### src/rtl/alarm_setting_datapath.sv
// alarm_setting_datapath: holds the alarm time and enable state, and
// compares the alarm time against the running clock. Sequences the
// ringing/buzzer outputs in response to the alarm control FSM's
// ALM_ONOFF/ALM_HOUR/ALM_MIN command pulses.
// Optional feature: define ALARM_SNOOZE_EN to add the SNOOZING state and
// its snooze target registers. Without it, the snooze port is ignored.
module alarm_setting_datapath #(
  parameter int unsigned RESET_HOUR   = 7,
  parameter int unsigned RESET_MIN    = 0,
  parameter int unsigned RING_SECONDS = 60,
  parameter int unsigned SNOOZE_MIN   = 5
) (
  input  logic       clock,
  input  logic       reset,
  input  logic       alm_onoff,
  input  logic       alm_hour,
  input  logic       alm_min,
  input  logic       tick_1hz,
  input  logic [4:0] cur_hour,
  input  logic [5:0] cur_min,
  input  logic [5:0] cur_sec,
  input  logic       dismiss,
  input  logic       snooze,
  output logic       alarm_en,
  output logic [4:0] alarm_hour,
  output logic [5:0] alarm_min,
  output logic       ringing,
  output logic       buzzer
);

  localparam logic [4:0] HOUR_INIT  = 5'(RESET_HOUR);
  localparam logic [5:0] MIN_INIT   = 6'(RESET_MIN);
  localparam logic [8:0] RING_LIMIT = 9'(RING_SECONDS);

`ifdef ALARM_SNOOZE_EN
  typedef enum logic [1:0] {S_IDLE, S_RINGING, S_SNOOZING} state_t;
`else
  typedef enum logic [1:0] {S_IDLE, S_RINGING} state_t;
`endif

  state_t     state, state_nxt;
  logic       fired, fired_nxt;
  logic [7:0] ring_cnt, ring_cnt_nxt;
  logic       beep, beep_nxt;
  logic       en_nxt;
  logic [4:0] hour_nxt;
  logic [5:0] min_nxt;
  logic       ringing_nxt;
  logic       buzzer_nxt;
  logic       match;
  logic       ring_expire;

`ifdef ALARM_SNOOZE_EN
  localparam logic [5:0] SNZ_ADD  = 6'(SNOOZE_MIN);
  localparam logic [5:0] SNZ_WRAP = 6'(60 - SNOOZE_MIN);

  logic [4:0] snz_hour, snz_hour_nxt;
  logic [5:0] snz_min, snz_min_nxt;
  logic [4:0] tgt_hour;
  logic [5:0] tgt_min;
  logic       snz_due;
`else
  logic unused_snooze;
  assign unused_snooze = snooze & (SNOOZE_MIN != 0);
`endif

  // Alarm time edits and enable toggle; accepted in every state.
  always_comb begin
    en_nxt   = alarm_en;
    hour_nxt = alarm_hour;
    min_nxt  = alarm_min;
    if (alm_onoff) begin
      en_nxt = ~alarm_en;
    end
    if (alm_hour) begin
      hour_nxt = (alarm_hour == 5'd23) ? '0 : alarm_hour + 5'd1;
    end
    if (alm_min) begin
      min_nxt = (alarm_min == 6'd59) ? '0 : alarm_min + 6'd1;
    end
  end

  // Time match detection with one trigger per matching minute.
  always_comb begin
    match = alarm_en && (cur_hour == alarm_hour) && (cur_min == alarm_min) &&
            (cur_sec == 6'd0) && !fired;
    fired_nxt = fired;
    if (match) begin
      fired_nxt = 1'b1;
    end else if (cur_min != alarm_min) begin
      fired_nxt = 1'b0;
    end
  end

  // Ring length expiry: the tick that brings the count to RING_SECONDS.
  always_comb begin
    ring_expire = tick_1hz && (({1'b0, ring_cnt} + 9'd1) >= RING_LIMIT);
  end

`ifdef ALARM_SNOOZE_EN
  // Snooze target = current time + SNOOZE_MIN. The carry test is done as
  // cur_min >= 60-SNOOZE_MIN so both branches stay 6 bits wide.
  always_comb begin
    if (cur_min >= SNZ_WRAP) begin
      tgt_min  = cur_min - SNZ_WRAP;
      tgt_hour = (cur_hour >= 5'd23) ? '0 : cur_hour + 5'd1;
    end else begin
      tgt_min  = cur_min + SNZ_ADD;
      tgt_hour = cur_hour;
    end
    snz_due = (cur_hour == snz_hour) && (cur_min == snz_min) && (cur_sec == 6'd0);
  end
`endif

  // Ring FSM next state, ring counter and beep phase.
  always_comb begin
    state_nxt    = state;
    ring_cnt_nxt = ring_cnt;
    beep_nxt     = beep;
`ifdef ALARM_SNOOZE_EN
    snz_hour_nxt = snz_hour;
    snz_min_nxt  = snz_min;
`endif
    case (state)
      S_IDLE: begin
        if (match) begin
          state_nxt    = S_RINGING;
          ring_cnt_nxt = '0;
          beep_nxt     = 1'b1;
        end
      end
      S_RINGING: begin
        if (alm_onoff || dismiss) begin
          state_nxt = S_IDLE;
`ifdef ALARM_SNOOZE_EN
        end else if (snooze) begin
          state_nxt    = S_SNOOZING;
          snz_hour_nxt = tgt_hour;
          snz_min_nxt  = tgt_min;
`endif
        end else if (ring_expire) begin
          state_nxt = S_IDLE;
        end else if (tick_1hz) begin
          ring_cnt_nxt = ring_cnt + 8'd1;
          beep_nxt     = ~beep;
        end
      end
`ifdef ALARM_SNOOZE_EN
      S_SNOOZING: begin
        if (alm_onoff || dismiss) begin
          state_nxt = S_IDLE;
        end else if (snz_due) begin
          state_nxt    = S_RINGING;
          ring_cnt_nxt = '0;
          beep_nxt     = 1'b1;
        end
      end
`endif
      default: begin
        state_nxt = S_IDLE;
      end
    endcase
    ringing_nxt = (state_nxt == S_RINGING);
    buzzer_nxt  = ringing_nxt & beep_nxt;
  end

  // State and output registers.
  always_ff @(posedge clock or negedge reset) begin
    if (!reset) begin
      state      <= S_IDLE;
      fired      <= 1'b0;
      ring_cnt   <= '0;
      beep       <= 1'b0;
      alarm_en   <= 1'b0;
      alarm_hour <= HOUR_INIT;
      alarm_min  <= MIN_INIT;
      ringing    <= 1'b0;
      buzzer     <= 1'b0;
    end else begin
      state      <= state_nxt;
      fired      <= fired_nxt;
      ring_cnt   <= ring_cnt_nxt;
      beep       <= beep_nxt;
      alarm_en   <= en_nxt;
      alarm_hour <= hour_nxt;
      alarm_min  <= min_nxt;
      ringing    <= ringing_nxt;
      buzzer     <= buzzer_nxt;
    end
  end

`ifdef ALARM_SNOOZE_EN
  // Snooze target registers.
  always_ff @(posedge clock or negedge reset) begin
    if (!reset) begin
      snz_hour <= '0;
      snz_min  <= '0;
    end else begin
      snz_hour <= snz_hour_nxt;
      snz_min  <= snz_min_nxt;
    end
  end
`endif

endmodule
### config.mk
export PLATFORM = sky130hd
export DESIGN_NAME = alarm_setting_datapath
export DESIGN_NICKNAME = d
export VERILOG_FILES = /design/src/rtl/alarm_setting_datapath.sv
export SDC_FILE = /design/constraint.sdc
export NUM_CORES = 1
export LEC_CHECK = 0
export ABC_AREA = 1
export BUFFER_PORTS_ARGS = -buffer_cell sky130_fd_sc_hd__clkbuf_2
export CAP_MARGIN = 15
export CELL_PAD_IN_SITES_DETAIL_PLACEMENT = 0
export CELL_PAD_IN_SITES_GLOBAL_PLACEMENT = 2
export CORE_UTILIZATION = 27
export CTS_BUF_LIST = sky130_fd_sc_hd__clkbuf_16
export CTS_CLUSTER_DIAMETER = 120
export CTS_CLUSTER_SIZE = 40
export DETAILED_ROUTE_END_ITERATION = 10
export PLACE_DENSITY = 0.84
export SYNTH_ARGS = -nofsm -noshare
export SYNTH_HDL_FRONTEND = slang
export SYNTH_SLANG_ARGS = --single-unit
### constraint.sdc
create_clock -name clock -period 1.5 [get_ports clock]
set_input_delay 0 -clock clock [delete_from_list [all_inputs] [get_ports clock]]
set_output_delay 0 -clock clock [all_outputs]
set_load 0.01 [all_outputs]
; Yosys cells after proc, flatten, opt, wreduce, memory -nomap -nowiden
; Index checks and enable logic that the tools add are counted.
[op_classes]
add_sub_neg = 4
mul = 0
n_div = 0
magnitude_cmp = 1
eq_ne = 11
n_shift = 0
muxes = 18
bitwise = 3
n_reduce_logical = 12
[op_table]
columns = operator, n
row1 = $mux 8, 4
row2 = $pmux 8 s2, 1
row3 = $add 8x1->9 const B, 1
row4 = $ge 9x6->1 const B, 1
row5 = $add 8x1->8 const B, 1
row6 = $ne 2x2->1 const B, 4
row7 = $add 6x1->6 const B, 1
row8 = $eq 6x6->1, 1
row9 = $eq 6x6->1 const B, 1
row10 = $logic_not 6->1, 1
row11 = $mux 1, 6
row12 = $mux 2, 3
row13 = $mux 6, 1
row14 = $ne 6x6->1, 1
row15 = $add 5x1->5 const B, 1
row16 = $eq 5x5->1, 1
row17 = $eq 5x5->1 const B, 1
row18 = $logic_and 1x1->1, 5
row19 = $mux 5, 1
row20 = $reduce_and 5->1, 1
row21 = $eq 2x1->1 const B, 2
row22 = $pmux 2 s2, 1
row23 = $reduce_bool 2->1, 2
row24 = $logic_not 2->1, 1
row25 = 5 further kinds, 6
[word_totals]
ff_bits = 26
latchBits = 0
ramBits = 0
rom_bits = 0
in_bits = 25
out_inout_bits = 14
wordCells = 58
memories = 0

; Depth between registers and ports, before layout
; Gate-level depths: netlist of run 1.
[depth]
depth_word = 9
mapped_depth = 13
ltp_nobuf = 13

; Least setup slack after synthesis of run 1
; OpenSTA, ideal clock, no wires.
[synth_timing]
path_kind = register -> register
start = reg alarm_hour[2]
end = reg ring_cnt[3]
setup_ns = 0.117
t_arrival_ns = 1.443
required_time_ns = 1.383
setup_slack_ns = -0.059
stages_incl_launch_ff = 11
n_path_buf = 0
synth_period_minus_slack_ns = 1.559
path_cell_list = dfstp_2 -> inv_2 -> nand2_1 -> nand4_1 -> nor2_1 -> nand2_1 -> or2_4 -> nand2_4 -> nand2_4 -> nand2_1 -> nand2_1
[synth_between]
elab_chain_len = 7
[synth_lines]
columns = item, line
row1 = "start, declared", 25  ; output logic [4:0] alarm_hour,
row2 = "start signal, assigned", 185  ; alarm_hour <= hour_nxt;
row3 = $eq 5x5->1, 85  ; match = alarm_en && (cur_hour == alarm_hour) && (cur_min == alarm_min) &&
row4 = $logic_and 1x1->1 (3 in series), 85
row5 = $logic_and 1x1->1, 86  ; (cur_sec == 6'd0) && !fired;
row6 = $ne 2x2->1 (no source line), -
row7 = $reduce_and 5->1 (no source line), -
row8 = "end signal, assigned", 182  ; ring_cnt <= ring_cnt_nxt;
row9 = "end, declared", 43  ; logic [7:0] ring_cnt, ring_cnt_nxt;
; Every way passes these cells.
; A chain may end at the register's enable or synchronous reset.

; Worst setup path after layout of run 1
[layout_timing]
start = reg ring_cnt[1]
end = reg ring_cnt[3]
[layout_between]
elab_chain_len = 5
word_cells_on_any_way = 10
classes_between = 2 x add/sub / 1 x order compare / 1 x eq/ne / 4 x mux / 2 x reduce/logical
[layout_lines]
columns = item, line
row1 = $add 8x1->9 or $add 8x1->8 (tied branches), "97, 144"
row2 = $ge 9x6->1 or $mux 8 (tied branches), "97, 143"
row3 = $logic_and 1x1->1 or $mux 8 (tied branches), "97, 141"
row4 = $ne 2x2->1 (no source line) or $mux 8 (tied branches), -
row5 = $reduce_and 5->1 (no source line) or $pmux 8 s2 (tied branches), -
; Parallel ways exist; a longest one is shown, timed or not. The select of a mux whose other input is x is not followed.

==> impl_metrics.env, run 1 <==
export IMPL_final_nets=304
export IMPL_fin_crit_sh_pct=109
export IMPL_fin_ws_ns=-0.130
export IMPL_yosysWarnings=0
export IMPL_fmax_ghz=0.614
export IMPL_grt_pass1_vias=1387
export IMPL_path_clk_slew_ns=0.07
export IMPL_cap_violations=0
export IMPL_drtIter0Drc=82
export IMPL_syn_area_mm2=0.00157
export IMPL_powerDensity_mw_per_mm2=1340
export IMPL_setup_tns_ns=-1.07
export IMPL_cts_tree="done"
export IMPL_end_kind="flop"
export IMPL_multi_input_area_um2=833
export IMPL_antenna_found_initial=0
export IMPL_syn_num_nets=231
export IMPL_fill_cells=573
export IMPL_via_per_inst=4.36
export IMPL_die_h_um=78.2
export IMPL_first_pass_iters=4
export IMPL_ant_nets=0
export IMPL_status="complete, but fails checks"
export IMPL_crit_arrival_ns=1.78
export IMPL_grt_overflow=0
export IMPL_rsz0062_at_grt="true"
export IMPL_grt_start_max_net_pins=27
export IMPL_dp_hpwl_um=2860
export IMPL_cp_slowest_cell="dfrtp_1"
export IMPL_cts_buffers=3
export IMPL_vias=1514
export IMPL_final_cell_area_mm2=0.00223
export IMPL_drive_above_1_share_pct=35.6
export IMPL_drc_errors=0
export IMPL_grt_use_total_pct=12.5
export IMPL_final_core_util_pct=40.3
export IMPL_final_max_slew_violation_count=0
export IMPL_gp_congestion=0.750
export IMPL_fin_worst_skew_ns=0.00271
export IMPL_syn_avg_cell_area_um2=7.73
export IMPL_setup_viol_count_final=10
export IMPL_finalCriticalPeriod_ns=1.63
export IMPL_crit_fanout=7
export IMPL_p_leak_nw=1.12
export IMPL_seqCellArea_um2=654
export IMPL_syn_inst=203
export IMPL_path_cells="ha_2, nand2_2, inv_4, nor2_1, nand3_1, nor2_1, nand2_1, nand2_2, nand3_4, nand3_1, nand2_1"
export IMPL_avgRoutedWirePerCell_um=10.3
export IMPL_synth_cell_types=31
export IMPL_startpoint_type="flop"
export IMPL_grt_pass1_wl_um=6060
export IMPL_cts_buffer_depth=2
export IMPL_root_buffer="clkbuf_16"
export IMPL_design_die_area_mm2=0.00612
export IMPL_violations="setup timing"
export IMPL_clk_latency_ns=0.26
export IMPL_synth_seq_cells=26
export IMPL_area_delta_synth_final_pct=42.3
export IMPL_required_ns=1.65
export IMPL_hold_viol_final=0
export IMPL_yosysSeqAreaShare_pct=41.7
export IMPL_initial_core_util_pct=28.3
export IMPL_worstSetupPathType="reg2reg"
export IMPL_p_total_mw=2.98
export IMPL_hp_class="in2reg"
export IMPL_cts_sinks=26
export IMPL_tightest_slew_ns=0.644
export IMPL_maxSlewHeadroom_pct=57.1
export IMPL_ir_drop_mv=0.598
export IMPL_placed_cell_area_mm2=0.00203
export IMPL_critPathMaxStageDelay_ns=0.39
export IMPL_rows=27
export IMPL_ios=39
export IMPL_htreeDepth=1
export IMPL_portBuffers=37
export IMPL_wl_um=3590
export IMPL_antennaDiodeCount=0
export IMPL_holdWs_ns=0.0515
export IMPL_design_core_area_mm2=0.00554
export IMPL_die_x_um=78.2
final timing paths:
kind	start	to	slack (ns)	cells after the start
setup reg to reg	ring_cnt[1]$_DFFE_PN0P_	ring_cnt[3]$_DFFE_PN0P_	-0.13	11
hold reg to reg	ring_cnt[7]$_DFFE_PN0P_	ring_cnt[7]$_DFFE_PN0P_	0.52	2
max in group asynchronous	reset	state[0]$_DFF_PN0_	0.79	2
hold / removal	dismiss	state[0]$_DFF_PN0_	0.05	4
setup / recovery	ring_cnt[1]$_DFFE_PN0P_	ring_cnt[3]$_DFFE_PN0P_	-0.13	11
min in group asynchronous	reset	beep$_DFF_PN0_	0.29	2
timing repair:
item	4_1_cts	5_1_grt
buffers inserted	1	1
cloned	0	0
pin swaps	6	4
gates resized for setup	1	8
setup endpoints to repair	12	17
hold buffers	4	0
hold endpoints to repair	27	0
flip-flops by register name, indices dropped and copies added (netlist names):
register,count
ringing,1
beep,1
alarm_min,6
buzzer,1
alarm_en,1
ring_cnt,8
state,2
alarm_hour,5
fired,1
stage by stage:
| stage | setup slack (ns) | instances |
|---|---|---|
| floorplan | -0.0319 | 203 |
| global placement | -0.0981 | 337 |
| detailed placement | -0.108 | 337 |
| CTS | -0.137 | 346 |
| global route | -0.258 | 347 |
| finish | -0.130 | 347 |
power by group:
group	switching (mW)	internal [mW]	leakage, nW
registers	0.102	0.880	0.318
logic	0.613	0.598	0.753
clock network	0.258	0.532	0.0511
total	0.973	2.01	1.12
Yosys cell counts:
cell,instances,area share (%)
nor3b_1,2,0.96
or2_4,1,0.56
conb_1,1,0.24
nor4_1,3,1.2
nor3_1,9,2.9
nand4_1,5,2.0
nor2_1,18,4.3
o21ai_1,2,0.64
or2_1,4,1.6
xor2_1,7,3.9
and3_1,2,0.80
o21ai_0,4,1.3
inv_2,6,1.4
nor2_2,3,1.2
dfrtp_1,23,37
o211ai_1,1,0.48
dfstp_2,3,5.0
xnor2_1,2,1.1
nor3_2,1,0.64
nor2_4,2,1.4
a31oi_1,2,0.80
o21a_1,1,0.48
nand3b_1,1,0.48
nand2_4,2,1.4
nand3_4,1,1.1
ha_1,3,2.4
nand3_1,16,5.1
inv_1,25,6.0
a21oi_1,5,1.6
nand2_2,5,2.0
nand2_1,43,10
cells by family after synthesis:
group           count (synthesis)  share of synthesized area, %
flops                          26                          41.7
compound gates                 15                          5.26
buf+inv                        31                          7.42
other cells                     1                         0.239
simple gates                  118                          38.0
fa+ha+maj                       3                          2.39
xor+xnor                        9                          5.02
placed cells by master (no fill, tap or decap), types with 2 or more instances in the layout:
cell type | synthesis | final
a21oi_1 | 5 | 5
a31oi_1 | 2 | 2
and3_1 | 2 | 2
buf_4 | 0 | 27
clkbuf_16 | 0 | 3
clkbuf_2 | 0 | 37
dfrtp_1 | 23 | 23
dfstp_2 | 3 | 3
dlygate4sd3_1 | 0 | 4
ha_2 | 0 | 2
inv_1 | 25 | 24
inv_2 | 6 | 5
inv_4 | 0 | 2
nand2_1 | 43 | 42
nand2_2 | 5 | 6
nand3_1 | 16 | 16
nand4_1 | 5 | 5
nor2_1 | 18 | 17
nor2_2 | 3 | 2
nor2_4 | 2 | 4
nor3_1 | 9 | 9
nor3b_1 | 2 | 2
nor4_1 | 3 | 2
o21ai_0 | 4 | 4
o21ai_1 | 2 | 2
or2_1 | 4 | 4
xnor2_1 | 2 | 2
xor2_1 | 7 | 7
metal layers:
| layer | part of all wire, % | track usage (%) | vias to the layer above | wire, µm |
|---|---|---|---|---|
| li1 | - | - | 796 | - |
| met3 | 4.3 | 1.86 | 5 | 153 |
| met4 | 1.5 | 4.44 | 0 | 55 |
| met5 | 0 | 0 | - | 0 |
| met1 | 50 | 17.0 | 675 | 1790 |
| met2 | 44 | 20.3 | 38 | 1590 |
area by class of cell:
class / count / share of cell area (%)
multi-input cells: 146 / 37.3
flip-flops and latches: 26 / 29.3
repair buffers: 68 / 19.2
inverters: 31 / 5.44
well taps: 72 / 4.04
clock buffers: 3 / 3.36
clock inverters: 1 / 1.35
worst max-delay path, delay by kind of cell, from the launching register on:
family,cells,cell delay [ns]
flip-flops,1,0.39
buffers and inverters,1,0.05
adder cells (fa/ha/maj),1,0.20
AND/OR/NAND/NOR,9,0.88
Power figures use the tool's default switching activity.
==> run 2: changes to the inputs <==
--- a/config.mk
+++ b/config.mk
@@ -8,14 +8,12 @@
 export ABC_AREA = 1
 export BUFFER_PORTS_ARGS = -buffer_cell sky130_fd_sc_hd__clkbuf_2
 export CAP_MARGIN = 15
-export CELL_PAD_IN_SITES_DETAIL_PLACEMENT = 0
-export CELL_PAD_IN_SITES_GLOBAL_PLACEMENT = 2
-export CORE_UTILIZATION = 27
+export CORE_UTILIZATION = 47
 export CTS_BUF_LIST = sky130_fd_sc_hd__clkbuf_16
 export CTS_CLUSTER_DIAMETER = 120
 export CTS_CLUSTER_SIZE = 40
 export DETAILED_ROUTE_END_ITERATION = 10
-export PLACE_DENSITY = 0.84
+export PLACE_DENSITY = 0.83
 export SYNTH_ARGS = -nofsm -noshare
 export SYNTH_HDL_FRONTEND = slang
 export SYNTH_SLANG_ARGS = --single-unit
==> impl_metrics.env, run 2 (synthesis results as in run 1) <==
export IMPL_initial_core_util_pct=50.6
export IMPL_cts_tree="done"
export IMPL_grt_start_max_net_pins=27
export IMPL_reg_top3="ring_cnt x8, alarm_min x6, alarm_hour x5"
export IMPL_layout_commonest_cell="nand2_1"
export IMPL_ir_drop_mv=0.807
export IMPL_via_per_inst=5.02
export IMPL_r2r_slack_ns=-0.16
export IMPL_cts_buffers=3
export IMPL_worstSetupPathType="reg2reg"
export IMPL_design_die_area_mm2=0.00357
export IMPL_crit_start="ring_cnt[0]$_DFFE_PN0P_"
export IMPL_wl_um=3900
export IMPL_final_core_util_pct=69.8
export IMPL_reg2reg_to="ring_cnt[0]$_DFFE_PN0P_"
export IMPL_fin_crit_sh_pct=111
export IMPL_htreeDepth=1
export IMPL_design_core_area_mm2=0.00310
export IMPL_fin_ws_ns=-0.164
export IMPL_root_buffer="clkbuf_16"
export IMPL_layoutNonFillerInstCount=313
export IMPL_ios=39
export IMPL_maxSlewHeadroom_pct=57.6
export IMPL_whs_endpoint="alarm_hour[1]$_DFFE_PN1P_"
export IMPL_holdPathStages=2
export IMPL_rsz0062_at_grt="true"
export IMPL_p_leak_nw=1.08
export IMPL_antenna_found_initial=0
export IMPL_dp_hpwl_um=2700
export IMPL_setup_viol_count_final=12
export IMPL_grt_pass1_wl_um=5920
export IMPL_r2r_start="ring_cnt[0]$_DFFE_PN0P_"
export IMPL_hold_viol_final=0
export IMPL_final_max_slew_violation_count=0
export IMPL_reg2reg_depth=11
export IMPL_grt_use_total_pct=22.7
export IMPL_holdWs_ns=0.0186
export IMPL_fin_worst_skew_ns=0.00251
export IMPL_avgRoutedWirePerCell_um=12.5
export IMPL_min_from="alm_hour"
export IMPL_clk_latency_ns=0.26
export IMPL_vias=1572
export IMPL_final_nets=298
export IMPL_placed_cells=306
export IMPL_portBuffers=37
export IMPL_setup_tns_ns=-1.44
export IMPL_cts_buffer_depth=2
export IMPL_crit_fanout=7
export IMPL_antennaDiodeCount=0
export IMPL_critPathMaxStageDelay_ns=0.38
export IMPL_path_clk_slew_ns=0.06
export IMPL_path_cells="ha_2, nand2_2, inv_4, nor2_2, nand3_2, nor2_2, nand2_2, nand2_4, nand3_4, nand3_1, nand2_1"
export IMPL_cap_violations=0
export IMPL_grt_overflow=0
export IMPL_status="complete, but fails checks"
export IMPL_cp_slowest_cell="dfrtp_1"
export IMPL_final_cell_mix="40 x nand2_1, 37 x clkbuf_2, 24 x inv_1, 23 x dfrtp_1, 22 x buf_4"
export IMPL_tightest_slew_ns=0.636
export IMPL_violations="setup timing"
export IMPL_ant_nets=0
export IMPL_die_h_um=59.8
export IMPL_drtIter0Drc=61
export IMPL_startpoint_type="flop"
export IMPL_die_x_um=59.8
export IMPL_area_delta_synth_final_pct=38.1
export IMPL_required_ns=1.65
export IMPL_powerDensity_mw_per_mm2=1310
export IMPL_finalCriticalPeriod_ns=1.66
export IMPL_dp_worst_setup_slack_ns=-0.141
export IMPL_largest_reg_flops=8
export IMPL_cts_sinks=26
export IMPL_first_pass_iters=4
export IMPL_rows=20
export IMPL_drc_errors=0
export IMPL_regMostFlops="ring_cnt"
export IMPL_end_kind="flop"
export IMPL_gp_congestion=0.826
export IMPL_grt_pass1_vias=1453
export IMPL_hp_class="in2reg"
export IMPL_drive_above_1_share_pct=36.8
export IMPL_crit_arrival_ns=1.82
export IMPL_fmax_ghz=0.601
[run 2: cell types whose count changed in the layout (fill, tap and decap cells not counted), sizes merged]
cell,previous run,this run
bufinv,1,0
dlygate4sd3,4,3
buf,27,22
clkinv,0,1
[run 2: worst max path at each step]
stage	end	slack, ns	cells after the start
after floorplan	ring_cnt[3]$_DFFE_PN0P_	-0.03	8
after global placement	ring_cnt[5]$_DFFE_PN0P_	-0.1	8
after detailed placement	ring_cnt[0]$_DFFE_PN0P_	-0.14	12
after CTS	ring_cnt[0]$_DFFE_PN0P_	-0.15	12
after global routing	ring_cnt[3]$_DFFE_PN0P_	-0.28	11
final	ring_cnt[0]$_DFFE_PN0P_	-0.16	11
[run 2: critical path: cells and delay by family, from the launching register on]
family / cells / cell delay (ns)
adders and majority gates: 1 / 0.19
buffers and inverters: 1 / 0.05
DFF: 1 / 0.38
and+or+nand+nor: 9 / 0.91
[run 2: power by group]
group	switching [mW]	internal (mW)	total (mW)
clock	0.245	0.357	0.602
sequential	0.107	0.880	0.987
combinational	0.652	0.598	1.25
total	1.00	1.84	2.84
[run 2: layer usage]
layer | wire length (µm) | up-vias | part of all wire (%) | track usage [%]
li1 | - | 786 | - | -
met1 | 1720 | 730 | 44 | 26.0
met2 | 1940 | 49 | 50 | 40.2
met3 | 165 | 7 | 4.2 | 5.19
met4 | 67 | 0 | 1.7 | 9.97
met5 | 0 | - | 0 | 0
[run 2: area by class of cell]
type                       count  area, µm²
fill                         260        936
clock buffer                   3       75.1
timing repair buffer          62        380
tap                           44       55.1
multi-input combinational    146        877
inverter                      31        121
sequential                    26        654
clock inverter                 1       3.75
[run 2: per-stage QoR]
step	power [mW]	area, µm²
5_1_grt	3.03	2170
2_1_floorplan	1.58	1570
4_1_cts	2.81	2090
3_3_place_gp	2.13	1980
6_report	2.84	2170
3_5_place_dp	2.19	1980
[run 2: what timing repair did]
| action | in CTS | in global routing |
|---|---|---|
| hold buffers | 3 | 0 |
| setup buffers | 0 | 1 |
| setup endpoints to repair | 12 | 16 |
| hold endpoints to repair | 26 | 0 |
| resized for setup | 1 | 17 |
| pin swaps | 1 | 3 |
==> run 3: changes to the inputs <==
--- a/config.mk
+++ b/config.mk
@@ -5,7 +5,6 @@
 export SDC_FILE = /design/constraint.sdc
 export NUM_CORES = 1
 export LEC_CHECK = 0
-export ABC_AREA = 1
 export BUFFER_PORTS_ARGS = -buffer_cell sky130_fd_sc_hd__clkbuf_2
 export CAP_MARGIN = 15
 export CORE_UTILIZATION = 47
==> impl_metrics.env, run 3 <==
export IMPL_fin_crit_sh_pct=135
export IMPL_layout_commonest_cell="clkbuf_2"
export IMPL_p_leak_nw=1.00
export IMPL_path_clk_slew_ns=0.06
export IMPL_synthArstFlopShare_pct=100
export IMPL_cts_tree="done"
export IMPL_finalCriticalPeriod_ns=2.02
export IMPL_antennaDiodeCount=0
export IMPL_synth_top_cell_area_share_pct=39.2
export IMPL_cts_sinks=26
export IMPL_final_max_slew_violation_count=0
export IMPL_reg_top3="ring_cnt x8, alarm_min x6, alarm_hour x5"
export IMPL_syn_num_nets=167
export IMPL_first_pass_iters=7
export IMPL_worstSetupPathType="reg2reg"
export IMPL_multi_input_area_um2=857
export IMPL_synth_cell_types=45
export IMPL_setup_viol_count_final=12
export IMPL_rows=19
export IMPL_syn_area_mm2=0.00147
export IMPL_cts_buffer_depth=2
export IMPL_syn_inst=139
export IMPL_violations="DRC, setup timing"
export IMPL_vias=1401
export IMPL_synth_edf_count=0
export IMPL_final_cell_mix="37 x clkbuf_2, 28 x buf_4, 23 x dfrtp_1, 10 x nand2_1, 10 x xnor2_1"
export IMPL_regMostFlops="ring_cnt"
export IMPL_powerDensity_mw_per_mm2=1280
export IMPL_layoutNonFillerInstCount=239
export IMPL_fin_ws_ns=-0.518
export IMPL_clk_latency_ns=0.26
export IMPL_ant_nets=0
export IMPL_root_buffer="clkbuf_16"
export IMPL_crit_fanout=5
export IMPL_rsz0062_at_grt="true"
export IMPL_seqCellArea_um2=654
export IMPL_status="complete, but fails checks"
export IMPL_design_die_area_mm2=0.00335
export IMPL_yosys_area_top_type="dfrtp_1"
export IMPL_grt_pass1_vias=1464
export IMPL_antenna_found_initial=0
export IMPL_cap_violations=0
export IMPL_syn_avg_cell_area_um2=10.6
export IMPL_synthTopCellsByCount="23 x dfrtp_1, 11 x xnor2_1, 10 x nand2_1"
export IMPL_drive_above_1_share_pct=43.8
export IMPL_yosysWarnings=0
export IMPL_wl_um=3650
export IMPL_startpoint_type="flop"
export IMPL_grt_pass1_wl_um=5940
export IMPL_via_per_inst=5.86
export IMPL_hold_viol_final=0
export IMPL_required_ns=1.65
export IMPL_design_core_area_mm2=0.00285
export IMPL_ir_drop_mv=0.974
export IMPL_grt_use_total_pct=23.4
export IMPL_end_kind="flop"
export IMPL_maxSlewHeadroom_pct=57.7
export IMPL_gp_congestion=0.848
export IMPL_die_x_um=57.9
export IMPL_final_nets=237
export IMPL_portBuffers=37
export IMPL_tightest_slew_ns=0.635
export IMPL_largest_reg_flops=8
export IMPL_ios=39
export IMPL_initial_core_util_pct=51.4
export IMPL_drc_errors=1
export IMPL_hp_class="in2reg"
export IMPL_cts_buffers=3
export IMPL_synth_seq_cells=26
export IMPL_placed_cells=230
export IMPL_fill_cells=187
export IMPL_avgRoutedWirePerCell_um=15.3
export IMPL_yosys_cell_count_top_type="dfrtp_1"
export IMPL_yosysSeqAreaShare_pct=44.6
export IMPL_crit_arrival_ns=2.16
export IMPL_fin_worst_skew_ns=0.00163
export IMPL_grt_overflow=0
export IMPL_grt_start_max_net_pins=27
export IMPL_final_core_util_pct=72.8
export IMPL_die_h_um=57.9
export IMPL_synth_ff_type="dfrtp_1"
export IMPL_dp_hpwl_um=2560
export IMPL_area_delta_synth_final_pct=41.5
export IMPL_htreeDepth=1
export IMPL_setup_tns_ns=-4.41
export IMPL_fmax_ghz=0.496
export IMPL_synth_area_top_cells="dfrtp_1 39%, xnor2_1 6.6%, dfstp_2 5.4%"
export IMPL_drtIter0Drc=45
==> run 3: changes by cell type after synthesis, moves of 4 or more <==
cell     change
mux2i_1      +6
nor2_1       -9
nand3_1      -9
nand2_2      -5
nand2_1     -33
nor3_1       -5
xnor2_1      +9
xor2_1       -5
or2_1        -4
inv_1       -22
inv_2        -6
==> run 3: metal layers <==
| layer | routed length, µm | global-route usage (%) | vias to the layer above |
|---|---|---|---|
| li1 | - | - | 650 |
| met1 | 1310 | 23.6 | 661 |
| met2 | 1930 | 42.9 | 71 |
| met3 | 262 | 6.47 | 19 |
| met4 | 142 | 13.6 | 0 |
| met5 | 0 | 0 | - |
==> run 3: timing repair <==
action                                 4_1_cts  5_1_grt
hold buffers                                 3        0
gates resized for setup                      7        5
pin swaps                                    5        5
setup endpoints to repair                   12       12
setup buffers                                2        0
endpoints found under the hold margin       25        0
==> run 3: per-stage QoR <==
step / instance area, µm² / hold slack, ns / setup WS, ns / power, mW
floorplan: 1490 / -0.296 / -0.585 / 1.59
global placement: 1880 / 0.0427 / -0.515 / 1.99
detailed placement: 1880 / 0.0508 / -0.607 / 2.03
CTS: 2050 / 0.0313 / -0.494 / 2.64
global route: 2080 / 0.0563 / -0.567 / 2.80
finish: 2080 / 0.0267 / -0.518 / 2.65
==> run 3: logic make-up after synthesis <==
group           count (synthesis)  synth area share [%]
fa+ha+maj                       3                  2.56
mux                             9                  6.65
xor+xnor                       15                  9.97
flops                          26                  44.6
buf+inv                         7                  2.90
other cells                     1                 0.256
simple gates                   55                  20.1
compound gates                 23                  13.0
==> run 3: final cells by class <==
class	instances	area share, %
multi-input combinational	106	41.3
inverter	3	0.542
clock inverter	1	0.181
timing repair buffer	69	21.0
tap	31	1.87
clock buffer	3	3.61
sequential	26	31.5
==> run 3: worst paths after layout <==
path	slack, ns	depth (start not counted)	start	to
worst max register to register	-0.52	6	ring_cnt[0]$_DFFE_PN0P_	ring_cnt[0]$_DFFE_PN0P_
max in group asynchronous	0.80	2	reset	ring_cnt[6]$_DFFE_PN0P_
worst min-delay path	0.03	2	alm_min	alarm_min[5]$_DFFE_PN0P_
min in group asynchronous	0.29	2	reset	ring_cnt[3]$_DFFE_PN0P_
worst min register to register	0.53	1	beep$_DFF_PN0_	beep$_DFF_PN0_
worst max-delay path	-0.52	6	ring_cnt[0]$_DFFE_PN0P_	ring_cnt[0]$_DFFE_PN0P_
==> run 3: power breakdown <==
group	internal, mW	switching (mW)	leakage [nW]	total, mW
clock	0.357	0.237	0.0385	0.593
combinational	0.564	0.513	0.638	1.08
sequential	0.870	0.110	0.325	0.980
total	1.79	0.860	1.00	2.65
==> run 3: critical path: stages (launching register included) <==
cell and delay (ns):
dfrtp_1 0.41, ha_4 0.20, nor4bb_4 0.27, a41oi_2 0.08, or3_4 0.40, a31oi_4 0.23, mux2_4 0.31
